## config.mk

```make
export PLATFORM = sky130hd
export DESIGN_NAME = rop_ba_cop_flat
export DESIGN_NICKNAME = d
export VERILOG_FILES = /design/src/rtl/rop_ba_pkg.sv /design/src/rtl/rop_ba_cop_if.sv /design/src/rtl/rop_ba_cop_mem.sv /design/src/rtl/rop_ba_cop.sv /design/src/flat_wrapper.sv
export SDC_FILE = /design/constraint.sdc
export NUM_CORES = 1
export LEC_CHECK = 0
export CAP_MARGIN = 5
export CORE_ASPECT_RATIO = 1.1
export CORE_MARGIN = 3
export CORE_UTILIZATION = 24
export CTS_BUF_LIST = sky130_fd_sc_hd__clkbuf_8 sky130_fd_sc_hd__clkbuf_16
export CTS_CLUSTER_SIZE = 24
export DETAILED_ROUTE_END_ITERATION = 16
export HOLD_SLACK_MARGIN = 0.1
export MAX_ROUTING_LAYER = met4
export PLACE_DENSITY = 0.47
export SLEW_MARGIN = 20
export SYNTH_ARGS = -nofsm -noshare
export SYNTH_HDL_FRONTEND = slang
export SYNTH_SLANG_ARGS = --single-unit
```

## constraint.sdc

```tcl
create_clock -name clk -period 8.7 [get_ports clk]
set_clock_uncertainty 0.15 [all_clocks]
set_input_delay 1.305 -clock clk [delete_from_list [all_inputs] [get_ports clk]]
set_output_delay 1.305 -clock clk [all_outputs]
set_load 0.005 [all_outputs]
```

## src/rtl/rop_ba_pkg.sv

```systemverilog
// Shared decode constants, FSM state and writeback encodings for the byte co-processor.
// Pure declarations: no logic, no latency.
// No flow control of its own; used by the top and its memory-port sub-module.
package rop_ba_pkg;

  // Custom opcode owned by this co-processor
  localparam logic [6:0] OPC_COP  = 7'b0101011;

  // funct3 selectors
  localparam logic [2:0] F3_SB    = 3'b000;
  localparam logic [2:0] F3_RTYPE = 3'b001;
  localparam logic [2:0] F3_LB    = 3'b010;
  localparam logic [2:0] F3_LBK   = 3'b011;

  // funct7 selectors for R-type; odd values broadcast rs2[7:0] to all lanes
  localparam logic [6:0] F7_XOR   = 7'b0000000;
  localparam logic [6:0] F7_XORK  = 7'b0000001;
  localparam logic [6:0] F7_AND   = 7'b0000010;
  localparam logic [6:0] F7_ANDK  = 7'b0000011;
  localparam logic [6:0] F7_OR    = 7'b0000100;
  localparam logic [6:0] F7_ORK   = 7'b0000101;

  // Writeback mode: full word, or byte write into a single lane
  localparam logic [2:0] RD_BYTE_WORD = 3'b000;

  typedef enum logic [1:0] {
    ST_IDLE,
    ST_ALU,
    ST_MEM,
    ST_RSP
  } state_e;

  typedef enum logic [2:0] {
    OP_ILLEGAL,
    OP_XOR,
    OP_AND,
    OP_OR,
    OP_LB,
    OP_LBK,
    OP_SB
  } op_e;

  // Byte-lane writeback code for a given lane
  function automatic logic [2:0] rd_byte_lane(input logic [1:0] lane);
    return {1'b1, lane};
  endfunction

endpackage

```

## src/rtl/rop_ba_cop_if.sv

```systemverilog
// Host instruction handshake plus co-processor memory port bundled as one interface.
// No latency: wires only.
// slave = co-processor side, master = host/memory side.
interface rop_ba_cop_if;
  logic        clk_req;
  logic        cop_req;
  logic        cop_acc;
  logic        cop_rsp;
  logic [31:0] cop_instr_in;
  logic [31:0] cop_rs1;
  logic [31:0] cop_rs2;
  logic [2:0]  cop_rd_byte;
  logic [4:0]  cop_rd;
  logic [31:0] cop_wdata;
  logic        cop_wen;
  logic        cop_mem_ld_error;
  logic        cop_mem_st_error;
  logic        cop_mem_cen;
  logic        cop_mem_stall;
  logic        cop_mem_error;
  logic        cop_mem_wen;
  logic [3:0]  cop_mem_ben;
  logic [31:0] cop_mem_wdata;
  logic [31:0] cop_mem_rdata;
  logic [31:0] cop_mem_addr;

  modport slave (
    input  cop_req, cop_instr_in, cop_rs1, cop_rs2,
    input  cop_mem_stall, cop_mem_error, cop_mem_rdata,
    output clk_req, cop_acc, cop_rsp, cop_rd_byte, cop_rd, cop_wdata, cop_wen,
    output cop_mem_ld_error, cop_mem_st_error,
    output cop_mem_cen, cop_mem_wen, cop_mem_ben, cop_mem_wdata, cop_mem_addr
  );

  modport master (
    output cop_req, cop_instr_in, cop_rs1, cop_rs2,
    output cop_mem_stall, cop_mem_error, cop_mem_rdata,
    input  clk_req, cop_acc, cop_rsp, cop_rd_byte, cop_rd, cop_wdata, cop_wen,
    input  cop_mem_ld_error, cop_mem_st_error,
    input  cop_mem_cen, cop_mem_wen, cop_mem_ben, cop_mem_wdata, cop_mem_addr
  );
endinterface

```

## src/rtl/rop_ba_cop_mem.sv

```systemverilog
// Memory-port sequencer: drives one byte load/store, handles stall/error, extracts the load lane.
// cen goes low the cycle after start; the transfer completes on the first edge with cen=0 and stall=0.
// While stall is high every port output is held; done/done_error/ld_byte are combinational.
module rop_ba_cop_mem (
  input  logic        clk,
  input  logic        resetn,
  input  logic        start,
  input  logic        start_store,
  input  logic [31:0] start_addr,
  input  logic [7:0]  start_byte,
  output logic        mem_cen,
  output logic        mem_wen,
  output logic [3:0]  mem_ben,
  output logic [31:0] mem_wdata,
  output logic [31:0] mem_addr,
  input  logic        mem_stall,
  input  logic        mem_error,
  input  logic [31:0] mem_rdata,
  output logic        done,
  output logic        done_error,
  output logic [7:0]  ld_byte
);

  assign done       = ~mem_cen & ~mem_stall;
  assign done_error = mem_error;

  // Launch the access on start, hold it through stalls, release the port when it completes
  always_ff @(posedge clk or posedge resetn) begin
    if (resetn) begin
      mem_cen   <= 1'b1;
      mem_wen   <= 1'b0;
      mem_ben   <= 4'b0000;
      mem_wdata <= 32'h0;
      mem_addr  <= 32'h0;
    end else if (start) begin
      mem_cen  <= 1'b0;
      mem_wen  <= start_store;
      mem_ben  <= start_store ? (4'b0001 << start_addr[1:0]) : 4'b0000;
      mem_addr <= start_addr;
      if (start_store) begin
        mem_wdata <= {4{start_byte}};
      end
    end else if (done) begin
      mem_cen <= 1'b1;
      mem_wen <= 1'b0;
      mem_ben <= 4'b0000;
    end
  end

  // Pick the addressed byte out of the returned word
  always_comb begin
    ld_byte = mem_rdata[7:0];
    case (mem_addr[1:0])
      2'd0: ld_byte = mem_rdata[7:0];
      2'd1: ld_byte = mem_rdata[15:8];
      2'd2: ld_byte = mem_rdata[23:16];
      2'd3: ld_byte = mem_rdata[31:24];
      default: ld_byte = mem_rdata[7:0];
    endcase
  end

endmodule

```

## src/rtl/rop_ba_cop.sv

```systemverilog
// Byte co-processor top: decodes one custom instruction, runs the bitwise ALU or a byte load/store.
// ALU ops respond 2 cycles after accept; memory ops 2 cycles plus one per stall cycle.
// Accepts only in IDLE (cop_acc combinational); memory stalls freeze the MEM state.
module rop_ba_cop
  import rop_ba_pkg::*;
(
  input  logic         clk,
  input  logic         resetn,
  rop_ba_cop_if.slave  bus
);

  state_e      state;
  op_e         op_q;
  logic        bcast_q;
  logic [4:0]  rd_q;
  logic [31:0] rs1_q;
  logic [31:0] rs2_q;

  op_e         dec_op;
  logic        dec_bcast;
  logic        dec_mem;
  logic        dec_store;
  logic [6:0]  f7;
  logic [2:0]  f3;
  logic [11:0] imm12;
  logic [31:0] ea;
  logic [31:0] opnd_b;
  logic        acc;

  logic        mem_done;
  logic        mem_err;
  logic [7:0]  ld_byte;
  logic [31:0] mem_addr;

  assign f7 = bus.cop_instr_in[31:25];
  assign f3 = bus.cop_instr_in[14:12];

  // Classify the incoming instruction word
  always_comb begin
    dec_op    = OP_ILLEGAL;
    dec_bcast = 1'b0;
    if (bus.cop_instr_in[6:0] == OPC_COP) begin
      case (f3)
        F3_RTYPE: begin
          case (f7)
            F7_XOR:  dec_op = OP_XOR;
            F7_XORK: begin dec_op = OP_XOR; dec_bcast = 1'b1; end
            F7_AND:  dec_op = OP_AND;
            F7_ANDK: begin dec_op = OP_AND; dec_bcast = 1'b1; end
            F7_OR:   dec_op = OP_OR;
            F7_ORK:  begin dec_op = OP_OR;  dec_bcast = 1'b1; end
            default: dec_op = OP_ILLEGAL;
          endcase
        end
        F3_LB:   dec_op = OP_LB;
        F3_LBK:  dec_op = OP_LBK;
        F3_SB:   dec_op = OP_SB;
        default: dec_op = OP_ILLEGAL;
      endcase
    end
  end

  assign dec_store = (dec_op == OP_SB);
  assign dec_mem   = (dec_op == OP_LB) | (dec_op == OP_LBK) | dec_store;
  // Stores split the immediate around the rd field
  assign imm12     = dec_store ? {bus.cop_instr_in[31:25], bus.cop_instr_in[11:7]}
                               : bus.cop_instr_in[31:20];
  assign ea        = bus.cop_rs1 + {{20{imm12[11]}}, imm12};

  // Reset gates acceptance so a held request is never acknowledged while in reset
  assign acc         = (state == ST_IDLE) & bus.cop_req & ~resetn;
  assign bus.cop_acc = acc;
  assign bus.clk_req = bus.cop_req | (state != ST_IDLE);

  assign opnd_b = bcast_q ? {4{rs2_q[7:0]}} : rs2_q;
  assign bus.cop_mem_addr = mem_addr;

  rop_ba_cop_mem u_mem (
    .clk         (clk),
    .resetn      (resetn),
    .start       (acc & dec_mem),
    .start_store (dec_store),
    .start_addr  (ea),
    .start_byte  (bus.cop_rs2[7:0]),
    .mem_cen     (bus.cop_mem_cen),
    .mem_wen     (bus.cop_mem_wen),
    .mem_ben     (bus.cop_mem_ben),
    .mem_wdata   (bus.cop_mem_wdata),
    .mem_addr    (mem_addr),
    .mem_stall   (bus.cop_mem_stall),
    .mem_error   (bus.cop_mem_error),
    .mem_rdata   (bus.cop_mem_rdata),
    .done        (mem_done),
    .done_error  (mem_err),
    .ld_byte     (ld_byte)
  );

  // Control FSM with registered writeback/response outputs
  always_ff @(posedge clk or posedge resetn) begin
    if (resetn) begin
      state                <= ST_IDLE;
      op_q                 <= OP_ILLEGAL;
      bcast_q              <= 1'b0;
      rd_q                 <= 5'd0;
      rs1_q                <= 32'h0;
      rs2_q                <= 32'h0;
      bus.cop_rsp          <= 1'b0;
      bus.cop_wen          <= 1'b0;
      bus.cop_wdata        <= 32'h0;
      bus.cop_rd           <= 5'd0;
      bus.cop_rd_byte      <= RD_BYTE_WORD;
      bus.cop_mem_ld_error <= 1'b0;
      bus.cop_mem_st_error <= 1'b0;
    end else begin
      bus.cop_rsp <= 1'b0;
      case (state)
        ST_IDLE: begin
          if (acc) begin
            op_q    <= dec_op;
            bcast_q <= dec_bcast;
            rd_q    <= bus.cop_instr_in[11:7];
            rs1_q   <= bus.cop_rs1;
            rs2_q   <= bus.cop_rs2;
            state   <= dec_mem ? ST_MEM : ST_ALU;
          end
        end
        ST_ALU: begin
          state                <= ST_RSP;
          bus.cop_rsp          <= 1'b1;
          bus.cop_rd           <= rd_q;
          bus.cop_rd_byte      <= RD_BYTE_WORD;
          bus.cop_mem_ld_error <= 1'b0;
          bus.cop_mem_st_error <= 1'b0;
          case (op_q)
            OP_XOR:  begin bus.cop_wdata <= rs1_q ^ opnd_b; bus.cop_wen <= 1'b1; end
            OP_AND:  begin bus.cop_wdata <= rs1_q & opnd_b; bus.cop_wen <= 1'b1; end
            OP_OR:   begin bus.cop_wdata <= rs1_q | opnd_b; bus.cop_wen <= 1'b1; end
            default: begin bus.cop_wdata <= 32'h0;          bus.cop_wen <= 1'b0; end
          endcase
        end
        ST_MEM: begin
          if (mem_done) begin
            state                <= ST_RSP;
            bus.cop_rsp          <= 1'b1;
            bus.cop_rd           <= rd_q;
            bus.cop_mem_ld_error <= (op_q != OP_SB) & mem_err;
            bus.cop_mem_st_error <= (op_q == OP_SB) & mem_err;
            bus.cop_wen          <= (op_q != OP_SB) & ~mem_err;
            if (op_q == OP_LBK) begin
              bus.cop_wdata   <= {4{ld_byte}};
              bus.cop_rd_byte <= rd_byte_lane(mem_addr[1:0]);
            end else if (op_q == OP_LB) begin
              bus.cop_wdata   <= {24'h0, ld_byte};
              bus.cop_rd_byte <= RD_BYTE_WORD;
            end else begin
              bus.cop_wdata   <= 32'h0;
              bus.cop_rd_byte <= RD_BYTE_WORD;
            end
          end
        end
        ST_RSP:  state <= ST_IDLE;
        default: state <= ST_IDLE;
      endcase
    end
  end

endmodule

```

## src/flat_wrapper.sv

```systemverilog
// flat-port wrapper written by rule: the top's interface ports become plain ports
module rop_ba_cop_flat import rop_ba_pkg::*;
  (clk, resetn, bus_cop_req, bus_cop_instr_in, bus_cop_rs1, bus_cop_rs2, bus_cop_mem_stall, bus_cop_mem_error, bus_cop_mem_rdata, bus_clk_req, bus_cop_acc, bus_cop_rsp, bus_cop_rd_byte, bus_cop_rd, bus_cop_wdata, bus_cop_wen, bus_cop_mem_ld_error, bus_cop_mem_st_error, bus_cop_mem_cen, bus_cop_mem_wen, bus_cop_mem_ben, bus_cop_mem_wdata, bus_cop_mem_addr);
  rop_ba_cop_if bus_i ();
  input  logic clk;
  input  logic resetn;
  input wire logic [$bits(bus_i.cop_req)-1:0] bus_cop_req;
  input wire logic [$bits(bus_i.cop_instr_in)-1:0] bus_cop_instr_in;
  input wire logic [$bits(bus_i.cop_rs1)-1:0] bus_cop_rs1;
  input wire logic [$bits(bus_i.cop_rs2)-1:0] bus_cop_rs2;
  input wire logic [$bits(bus_i.cop_mem_stall)-1:0] bus_cop_mem_stall;
  input wire logic [$bits(bus_i.cop_mem_error)-1:0] bus_cop_mem_error;
  input wire logic [$bits(bus_i.cop_mem_rdata)-1:0] bus_cop_mem_rdata;
  output wire logic [$bits(bus_i.clk_req)-1:0] bus_clk_req;
  output wire logic [$bits(bus_i.cop_acc)-1:0] bus_cop_acc;
  output wire logic [$bits(bus_i.cop_rsp)-1:0] bus_cop_rsp;
  output wire logic [$bits(bus_i.cop_rd_byte)-1:0] bus_cop_rd_byte;
  output wire logic [$bits(bus_i.cop_rd)-1:0] bus_cop_rd;
  output wire logic [$bits(bus_i.cop_wdata)-1:0] bus_cop_wdata;
  output wire logic [$bits(bus_i.cop_wen)-1:0] bus_cop_wen;
  output wire logic [$bits(bus_i.cop_mem_ld_error)-1:0] bus_cop_mem_ld_error;
  output wire logic [$bits(bus_i.cop_mem_st_error)-1:0] bus_cop_mem_st_error;
  output wire logic [$bits(bus_i.cop_mem_cen)-1:0] bus_cop_mem_cen;
  output wire logic [$bits(bus_i.cop_mem_wen)-1:0] bus_cop_mem_wen;
  output wire logic [$bits(bus_i.cop_mem_ben)-1:0] bus_cop_mem_ben;
  output wire logic [$bits(bus_i.cop_mem_wdata)-1:0] bus_cop_mem_wdata;
  output wire logic [$bits(bus_i.cop_mem_addr)-1:0] bus_cop_mem_addr;
  assign bus_i.cop_req = bus_cop_req;
  assign bus_i.cop_instr_in = bus_cop_instr_in;
  assign bus_i.cop_rs1 = bus_cop_rs1;
  assign bus_i.cop_rs2 = bus_cop_rs2;
  assign bus_i.cop_mem_stall = bus_cop_mem_stall;
  assign bus_i.cop_mem_error = bus_cop_mem_error;
  assign bus_i.cop_mem_rdata = bus_cop_mem_rdata;
  assign bus_clk_req = bus_i.clk_req;
  assign bus_cop_acc = bus_i.cop_acc;
  assign bus_cop_rsp = bus_i.cop_rsp;
  assign bus_cop_rd_byte = bus_i.cop_rd_byte;
  assign bus_cop_rd = bus_i.cop_rd;
  assign bus_cop_wdata = bus_i.cop_wdata;
  assign bus_cop_wen = bus_i.cop_wen;
  assign bus_cop_mem_ld_error = bus_i.cop_mem_ld_error;
  assign bus_cop_mem_st_error = bus_i.cop_mem_st_error;
  assign bus_cop_mem_cen = bus_i.cop_mem_cen;
  assign bus_cop_mem_wen = bus_i.cop_mem_wen;
  assign bus_cop_mem_ben = bus_i.cop_mem_ben;
  assign bus_cop_mem_wdata = bus_i.cop_mem_wdata;
  assign bus_cop_mem_addr = bus_i.cop_mem_addr;
  rop_ba_cop u_core (.clk(clk), .resetn(resetn), .bus(bus_i));
endmodule
```

==> results of run 1 <==
==> critical path: cells and delay by family <==
family        cells  cell delay [ns]
buf+inv           4             2.15
simple gates      1             0.69
==> power by group <==
| part | switching [mW] | internal, mW | total [mW] |
|---|---|---|---|
| Combinational | 0.124 | 0.108 | 0.232 |
| Clock | 0.344 | 0.516 | 0.860 |
| Sequential | 0 | 0.767 | 0.767 |
| Total | 0.469 | 1.39 | 1.86 |
==> state kept, by name, indices dropped and copies added (netlist names) <==
name                         count
u_core.op_q                      3
u_core.rs2_q                    32
u_core.bus.cop_rd_byte           3
u_core.u_mem.mem_cen             1
u_core.bus.cop_mem_ld_error      1
u_core.state                     2
u_core.bus.cop_mem_st_error      1
u_core.bus.cop_rsp               1
u_core.bus.cop_rd                5
u_core.u_mem.mem_ben             4
u_core.bus.cop_wen               1
u_core.rs1_q                    32
u_core.bus.cop_wdata            32
u_core.u_mem.mem_wen             1
u_core.rd_q                      5
u_core.bcast_q                   1
u_core.u_mem.mem_addr           32
u_core.u_mem.mem_wdata           8
==> logic make-up (layout without fill, tap and decap cells) <==
family,after synthesis,count (layout),share of synthesized area [%]
adder cells (fa/ha/maj),100,100,12.1
other,0,1,0
multiplexers,33,33,4.29
flip-flops,165,165,39.5
AO/OA/AOI/OAI,351,351,21.0
buffers and inverters,204,398,8.24
AND/OR/NAND/NOR,315,315,12.5
XOR/XNOR,28,28,2.35
==> layout make-up <==
class                   instances  area share [%]
diodes                          1          0.0180
clock inverters                13            1.49
flip-flops and latches        165            29.7
repair buffers                252            18.0
multi-input cells             827            39.4
inverters                     115            3.15
well taps                     567            5.10
clock buffers                  18            3.16
==> cells in the mapped netlist, types with 15 or more instances <==
library cell	n	share of area (%)
nand2_1	204	7.3
clkbuf_1	51	1.8
buf_4	24	1.7
xor2_1	20	1.7
a22oi_1	31	2.2
o21ai_0	127	6.1
ha_1	99	12
a21o_1	15	1.1
o21a_1	54	3.9
nor2_1	64	2.3
dfrtp_1	164	39
a21oi_1	65	3.1
inv_1	115	4.1
nand3_1	17	0.81
==> metal layers <==
layer	up-vias	part of all wire, %
met4	0	1.0
met1	4288	49
met3	22	3.9
met5	-	0
li1	4412	-
met2	177	46
==> path summary, 6_finish.rpt <==
check                                                  from                                     to  slack [ns]  cells past startpoint
setup / recovery                                     resetn                            bus_cop_acc        3.08                      5
hold / removal             u_core.bus.cop_rd[3]$_DFFE_PP0P_       u_core.bus.cop_rd[3]$_DFFE_PP0P_        0.33                      2
setup reg to reg                u_core.state[1]$_DFFE_PP0P_           u_core.rs1_q[16]$_DFFE_PP0P_        5.28                      7
hold reg to reg            u_core.bus.cop_rd[3]$_DFFE_PP0P_       u_core.bus.cop_rd[3]$_DFFE_PP0P_        0.33                      2
max in group asynchronous                            resetn  u_core.u_mem.mem_addr[18]$_DFFE_PP0P_        5.92                      3
min in group asynchronous                            resetn  u_core.bus.cop_rd_byte[0]$_DFFE_PP0P_        1.16                      2
==> impl_metrics.json, run 1 <==
{
  "status": "completed",
  "nFillCells": 4438,
  "maxSlewHeadroom_pct": 34.6,
  "p_leak_nw": 6.01,
  "setup_tns_ns": 0,
  "place_area_um2": 13300,
  "gr-total-overflow": 0,
  "power.density_nw_per_um2": 134,
  "drc": 0,
  "cts_resized": 0,
  "synth_edf_count": 0,
  "max_stage_delay_ns": 0.69,
  "synth_fp_nets": 1429,
  "first_pass_iters": 5,
  "ys_types": 56,
  "worstPathMaxFanout": 60,
  "ctsHoldBuffers": 0,
  "vias_per_cell": 4.54,
  "synth_warnings": 0,
  "drive_gt1_share_pct": 5.54,
  "final_cell_mix": "clkdlybuf4s50_1 (243), nand2_1 (204), dfrtp_1 (163), o21ai_0 (127), inv_1 (115)",
  "dr_total_vias": 8899,
  "async_flop_share_pct": 100,
  "finalSetupViolations": 0,
  "cp-end-kind": "primary output",
  "fin_crit_ns": 5.62,
  "multi_input_area_um2": 5480,
  "power_mw": 1.86,
  "die_y_um": 225,
  "pre_cts_ws_ns": 2.95,
  "vdd_drop_max_v": 0.000137,
  "final_nets": 1611,
  "gp_congestion": 0.802,
  "hold_viol_final": 0,
  "hold_slack_ns": 0.325,
  "required_ns": 7.24,
  "hold_path_class": "flip-flop to flip-flop",
  "cts_max_level": 4,
  "drt_iter0_drc": 517,
  "cts_num_sinks": 165,
  "max_cap_viol_count": 0,
  "cts_buffers": 17,
  "area_growth_pct": 33.2,
  "max_freq_mhz": 178,
  "cts_setup_buffers": 0,
  "crit_type": "input port to primary output",
  "wirelength_um": 36200,
  "start_util_pct": 24.5,
  "cts-root-buf": "clkbuf_16",
  "busiest_layer": "met2",
  "worst_slack_ns": 3.08,
  "met1_usage_pct": 22.0,
  "gr-usage-met2_pct": 25.0,
  "layout_commonest_cell": "clkdlybuf4s50_1",
  "die_area_um2": 46100,
  "placed_cells": 1926,
  "insertion_delay_ns": 0.44,
  "synth_area_per_cell_um2": 8.73,
  "ys_seq_area_share_pct": 39.5,
  "synth_seq_cells": 165,
  "startpoint_type": "input port",
  "use_met3_pct": 2.56,
  "post-route-period-util_pct": 64.6,
  "cp_cell_sequence": "clkdlybuf4s50_1 -> inv_6 -> nand3_1 -> clkinv_2 -> clkdlybuf4s50_1",
  "rsz0062_at_grt": "false",
  "portBuffers": 243,
  "grt_pass1_vias": 9084,
  "synth-main-ff-cell": "dfrtp_1",
  "utilization_pct": 32.7,
  "grt_pass1_wl_um": 54600,
  "report.final.slew_viol_count": 0,
  "hpwlAfterDp_um": 27900,
  "syn_area_um2": 10400,
  "fp.dieW_um": 205,
  "wire_per_inst_um": 18.5,
  "register_area_um2": 4130,
  "worstPathArrival_ns": 4.17,
  "clk_pin_slew_ns": 0.06,
  "grt_max_degree": 105,
  "grt_util_all_layers_pct": 16.0,
  "ant_nets": 0,
  "cp_common_cell": "clkdlybuf4s50_1",
  "io_pins": 249,
  "clock_path_buffers": 2,
  "antenna_found_initial": 1,
  "fp-row-count": 79,
  "final_area_um2": 13900,
  "synthCells": 1196,
  "slowest_stage": "nand3_1",
  "worst_pin_slew_ns": 0.980,
  "cts_tree": "built",
  "final_cells": 1958,
  "core_area_um2": 42600
}
No activity file was read; power rests on OpenSTA's default activity.
==> inputs of run 2 (changes only) <==
==> constraint.sdc (replaced) <==
create_clock -name clk -period 5.6 [get_ports clk]
set_clock_uncertainty 0.15 [all_clocks]
set_input_delay 0.84 -clock clk [delete_from_list [all_inputs] [get_ports clk]]
set_output_delay 0.84 -clock clk [all_outputs]
set_load 0.005 [all_outputs]
==> run 2 against run 1 <==
Die area unchanged. Via count decreased by 0.25%. Hold slack got worse by 0.0046 ns. Setup slack got worse by 2.2 ns. Clock power increased by 55%. Cell count increased by 0.20%. Critical path depth increased by 9. Sequential power increased by 55%.
==> impl_metrics.json, run 2 (same netlist as run 1, synthesis figures left out) <==
{
  "cts_max_level": 4,
  "setup_tns_ns": 0,
  "wire_per_inst_um": 18.7,
  "start_util_pct": 24.5,
  "fin_crit_ns": 4.72,
  "cts_tree": "built",
  "cts_resized": 0,
  "hpwlAfterDp_um": 27900,
  "vias_per_cell": 4.52,
  "vdd_drop_max_v": 0.000177,
  "pre_cts_ws_ns": 0.390,
  "gr-total-overflow": 0,
  "io_pins": 249,
  "dr_total_vias": 8877,
  "clk_pin_slew_ns": 0.08,
  "portBuffers": 243,
  "insertion_delay_ns": 0.44,
  "power_mw": 2.89,
  "worstReg2RegEnd": "u_core.bus.cop_wdata[3]$_DFFE_PP0P_",
  "clock_path_buffers": 2,
  "drt_iter0_drc": 489,
  "place_area_um2": 13300,
  "utilization_pct": 32.8,
  "fp.dieW_um": 205,
  "cts-root-buf": "clkbuf_16",
  "grt_util_all_layers_pct": 16.0,
  "cts_buffers": 17,
  "crit_type": "input port to flip-flop",
  "max_cap_viol_count": 0,
  "cp-endpoint": "u_core.u_mem.mem_addr[24]$_DFFE_PP0P_",
  "worst_pin_slew_ns": 0.998,
  "worstPathArrival_ns": 4.86,
  "area_growth_pct": 33.7,
  "cts_num_sinks": 165,
  "ant_nets": 0,
  "drive_gt1_share_pct": 6.03,
  "maxSlewHeadroom_pct": 33.3,
  "p_leak_nw": 6.02,
  "hold_path_class": "flip-flop to flip-flop",
  "ff2ff_path_depth": 5,
  "grt_max_degree": 122,
  "worstPathMaxFanout": 7,
  "gp_congestion": 0.816,
  "wirelength_um": 36600,
  "fp-row-count": 79,
  "max_freq_mhz": 212,
  "rsz0062_at_grt": "false",
  "final_area_um2": 14000,
  "reg2reg_from": "u_core.op_q[1]$_DFFE_PP0P_",
  "grt_pass1_vias": 8903,
  "post-route-period-util_pct": 84.3,
  "max_stage_delay_ns": 0.51,
  "cp_cell_sequence": "clkdlybuf4s50_1 -> nor4bb_1 -> nand2_1 -> or3_1 -> mux2_2 -> ha_1 -> fa_1 -> a21oi_1 -> o221ai_2 -> o221ai_2 -> o21bai_1 -> a41oi_1 -> xor2_1 -> o21ai_0",
  "status": "completed",
  "hold_viol_final": 0,
  "first_pass_iters": 5,
  "final_nets": 1614,
  "die_area_um2": 46100,
  "cp_common_cell": "o221ai_2",
  "finalSetupViolations": 0,
  "ctsHoldBuffers": 0,
  "cp-end-kind": "flip-flop",
  "layout_commonest_cell": "clkdlybuf4s50_1",
  "required_ns": 5.74,
  "core_area_um2": 42600,
  "slowest_stage": "or3_1",
  "power.density_nw_per_um2": 207,
  "drc": 0,
  "rrSetupSlack_ns": 2.57,
  "worst_slack_ns": 0.880,
  "report.final.slew_viol_count": 0,
  "antenna_found_initial": 1,
  "grt_pass1_wl_um": 54900,
  "cts_setup_buffers": 0,
  "die_y_um": 225,
  "final_cell_mix": "clkdlybuf4s50_1 (243), nand2_1 (203), dfrtp_1 (163), o21ai_0 (127), inv_1 (113)",
  "startpoint_type": "input port",
  "cp-startpoint": "bus_cop_instr_in[1]"
}
-- run 2: how the worst min path moves through the flow --
stage / startpoint / to / slack (ns) / cells past startpoint
after CTS: u_core.rd_q[3]$_DFFE_PP0P_ / u_core.bus.cop_rd[3]$_DFFE_PP0P_ / 0.33 / 2
after global placement: u_core.rd_q[3]$_DFFE_PP0P_ / u_core.bus.cop_rd[3]$_DFFE_PP0P_ / 0.31 / 2
final: u_core.rd_q[3]$_DFFE_PP0P_ / u_core.bus.cop_rd[3]$_DFFE_PP0P_ / 0.32 / 2
after floorplan: u_core.rd_q[0]$_DFFE_PP0P_ / u_core.rd_q[0]$_DFFE_PP0P_ / 0.30 / 2
after detailed placement: u_core.rd_q[3]$_DFFE_PP0P_ / u_core.bus.cop_rd[3]$_DFFE_PP0P_ / 0.31 / 2
after global routing: u_core.u_mem.mem_wen$_DFFE_PP0P_ / u_core.u_mem.mem_wen$_DFFE_PP0P_ / 0.35 / 2
-- run 2: where the power goes --
group          total [mW]  switching (mW)  internal, mW
sequential           1.19               0          1.19
clock                1.33           0.555         0.779
combinational       0.362           0.192         0.169
-- run 2: layout make-up --
cell class              count  area, µm²
clock inverters            13        195
well taps                 567        709
inverters                 115        438
clock buffers              19        453
diodes                      1       2.50
repair buffers            255       2550
multi-input cells         827       5490
flip-flops and latches    165       4130
fillers                  4426      28600
-- run 2: per-layer routing --
metal | up-vias | global-route usage, % | share of wire [%]
li1 | 4428 | - | -
met1 | 4267 | 22.6 | 49
met2 | 169 | 24.7 | 47
met3 | 13 | 2.39 | 3.8
met4 | 0 | 3.18 | 0.79
met5 | - | - | 0
-- run 2: worst max-delay path, delay by kind of cell --
kind | cells | cell delay (ns)
buf+inv | 1 | 0.45
xor+xnor | 1 | 0.16
fa+ha+maj | 2 | 0.63
compound gates | 6 | 1.48
simple gates | 3 | 0.95
mux | 1 | 0.33
-- run 2: through the flow --
| step | std cells | hold slack, ns |
|---|---|---|
| after CTS | 1960 | 0.330 |
| after global routing | 1962 | 0.353 |
| final | 1962 | 0.321 |
| after detailed placement | 1928 | 0.309 |
| after floorplan | 1196 | 0.296 |
| after global placement | 1928 | 0.305 |
==> inputs of run 3 (changes only) <==
==> constraint.sdc (replaced) <==
create_clock -name clk -period 4.55 [get_ports clk]
set_clock_uncertainty 0.15 [all_clocks]
set_input_delay 0.6825 -clock clk [delete_from_list [all_inputs] [get_ports clk]]
set_output_delay 0.6825 -clock clk [all_outputs]
set_load 0.005 [all_outputs]
==> run 3 against run 2 <==
Critical path depth is the same. Utilization grew 0.26 points. Cell area grew 0.80%. Sequential power is 24% higher. Power grew 22%. Sequential share of layout area down 0.23 points. Flip-flop and latch count unchanged. Non-clock buffer count is 16 higher. Setup slack worse by 0.60 ns. Count of clock-buffer cells in the layout down 2. Global-route usage increased by 0.27 points.
==> impl_metrics.json, run 3 (same netlist as run 1, synthesis figures left out) <==
{
  "status": "completed",
  "gr-total-overflow": 0,
  "hpwlAfterDp_um": 28000,
  "max_cap_viol_count": 0,
  "cts_setup_buffers": 0,
  "p_int_mw": 2.61,
  "p_comb_share_pct": 13.0,
  "swShare_pct": 26.1,
  "hold_viol_final": 0,
  "ant_nets": 0,
  "power.density_nw_per_um2": 251,
  "reg2reg_from": "u_core.state[0]$_DFFE_PP0P_",
  "grt_max_degree": 166,
  "finalSetupViolations": 0,
  "portBuffers": 243,
  "die_y_um": 225,
  "holdPathStages": 2,
  "vias_per_cell": 4.50,
  "max_freq_mhz": 234,
  "fin_crit_ns": 4.27,
  "grt_pass1_vias": 8979,
  "wire_per_inst_um": 18.6,
  "cts_max_level": 4,
  "fp.dieW_um": 205,
  "layout_commonest_cell": "clkdlybuf4s50_1",
  "ctsHoldBuffers": 0,
  "worstPathArrival_ns": 4.43,
  "start_util_pct": 24.5,
  "insertion_delay_ns": 0.45,
  "die_area_um2": 46100,
  "antenna_found_initial": 1,
  "crit_type": "input port to flip-flop",
  "final_area_um2": 14100,
  "use_met3_pct": 2.48,
  "place_area_um2": 13400,
  "p_switching_mw": 0.923,
  "cts_tree": "built",
  "cts_resized": 0,
  "pwr-share-seq_pct": 41.5,
  "startpoint_type": "input port",
  "drive_gt1_share_pct": 7.03,
  "clk_pin_slew_ns": 0.07,
  "p_leak_nw": 6.09,
  "busiest_layer": "met2",
  "cts_buffers": 17,
  "grt_pass1_wl_um": 55400,
  "final_cell_mix": "clkdlybuf4s50_1 (243), nand2_1 (203), dfrtp_1 (163), o21ai_0 (127), inv_1 (114)",
  "hold_slack_ns": 0.316,
  "cts_num_sinks": 165,
  "required_ns": 4.70,
  "placed_cells": 1944,
  "nFillCells": 4428,
  "drc": 0,
  "ff2ff_path_depth": 7,
  "grt_util_all_layers_pct": 16.3,
  "clock_path_buffers": 2,
  "rsz0062_at_grt": "false",
  "maxSlewHeadroom_pct": 45.1,
  "power_mw": 3.53,
  "worstPathMaxFanout": 6,
  "io_pins": 249,
  "vdd_drop_max_v": 0.000254,
  "worst_pin_slew_ns": 0.821,
  "final_nets": 1630,
  "post-route-period-util_pct": 93.9,
  "gp_congestion": 0.827,
  "fp-row-count": 79,
  "final_cells": 1977,
  "cp-end-kind": "flip-flop",
  "clkPwrFrac_pct": 45.5,
  "gr-usage-met2_pct": 24.9,
  "first_pass_iters": 5,
  "cts-root-buf": "clkbuf_16",
  "report.final.slew_viol_count": 0,
  "drt_iter0_drc": 383,
  "wirelength_um": 36700,
  "cp-startpoint": "bus_cop_instr_in[5]",
  "met1_usage_pct": 22.7,
  "area_growth_pct": 34.8,
  "hold_start": "u_core.bus.cop_rd[3]$_DFFE_PP0P_",
  "dr_total_vias": 8901,
  "hold_path_class": "flip-flop to flip-flop",
  "core_area_um2": 42600
}
==> run 3: cell type report <==
| type | count | area, µm² | share of cell area (%) |
|---|---|---|---|
| well taps | 567 | 709 | 5.04 |
| clock buffers | 17 | 425 | 3.02 |
| inverters | 115 | 438 | 3.11 |
| clock inverters | 14 | 199 | 1.41 |
| repair buffers | 271 | 2680 | 19.0 |
| diodes | 1 | 2.50 | 0.0178 |
| flip-flops and latches | 165 | 4130 | 29.4 |
| multi-input cells | 827 | 5490 | 39.0 |
==> run 3: worst paths after layout <==
path	endpoint	slack [ns]
min in group asynchronous	u_core.bus.cop_rsp$_DFF_PP0_	0.52
min reg2reg	u_core.bus.cop_rd[3]$_DFFE_PP0P_	0.32
max	u_core.u_mem.mem_addr[24]$_DFFE_PP0P_	0.28
min	u_core.bus.cop_rd[3]$_DFFE_PP0P_	0.32
max reg2reg	u_core.bus.cop_wdata[9]$_DFFE_PP0P_	1.81
max in group asynchronous	u_core.rs2_q[16]$_DFFE_PP0P_	2.72
==> run 3: worst max-delay path: stages <==
cell and delay (ns):
clkdlybuf4s50_1 0.45, nor4bb_1 0.26, nand2_1 0.11, or3_1 0.41, mux2_2 0.31, ha_1 0.22, fa_1 0.39, a21oi_1 0.28
o221ai_2 0.19, o221ai_2 0.41, o21bai_1 0.19, a41oi_1 0.26, xor2_1 0.17, o21ai_0 0.09
==> run 3: power groups by stage <==
stage	clock network, mW	logic [mW]	registers, mW
2_1_floorplan	0	0.234	1.49
3_3_place_gp	0	0.460	1.49
3_5_place_dp	0	0.459	1.49
4_1_cts	1.66	0.462	1.47
5_1_grt	1.72	0.509	1.46
6_report	1.61	0.459	1.47
==> run 3: through the flow <==
step | utilization [%] | setup TNS [ns] | setup slack, ns
final | 33.0 | 0 | 0.279
after global routing | 33.0 | 0 | 0.0385
after CTS | 32.9 | 0 | 0.252
after detailed placement | 31.5 | -0.962 | -0.242
after global placement | 31.5 | -0.684 | -0.195
after floorplan | - | -7.68 | -0.493
==> run 3: metal layers <==
layer	part of all wire, %	wire (µm)
met5	0	0
met4	1.5	533
met2	46	16900
met3	3.6	1310
met1	49	18000
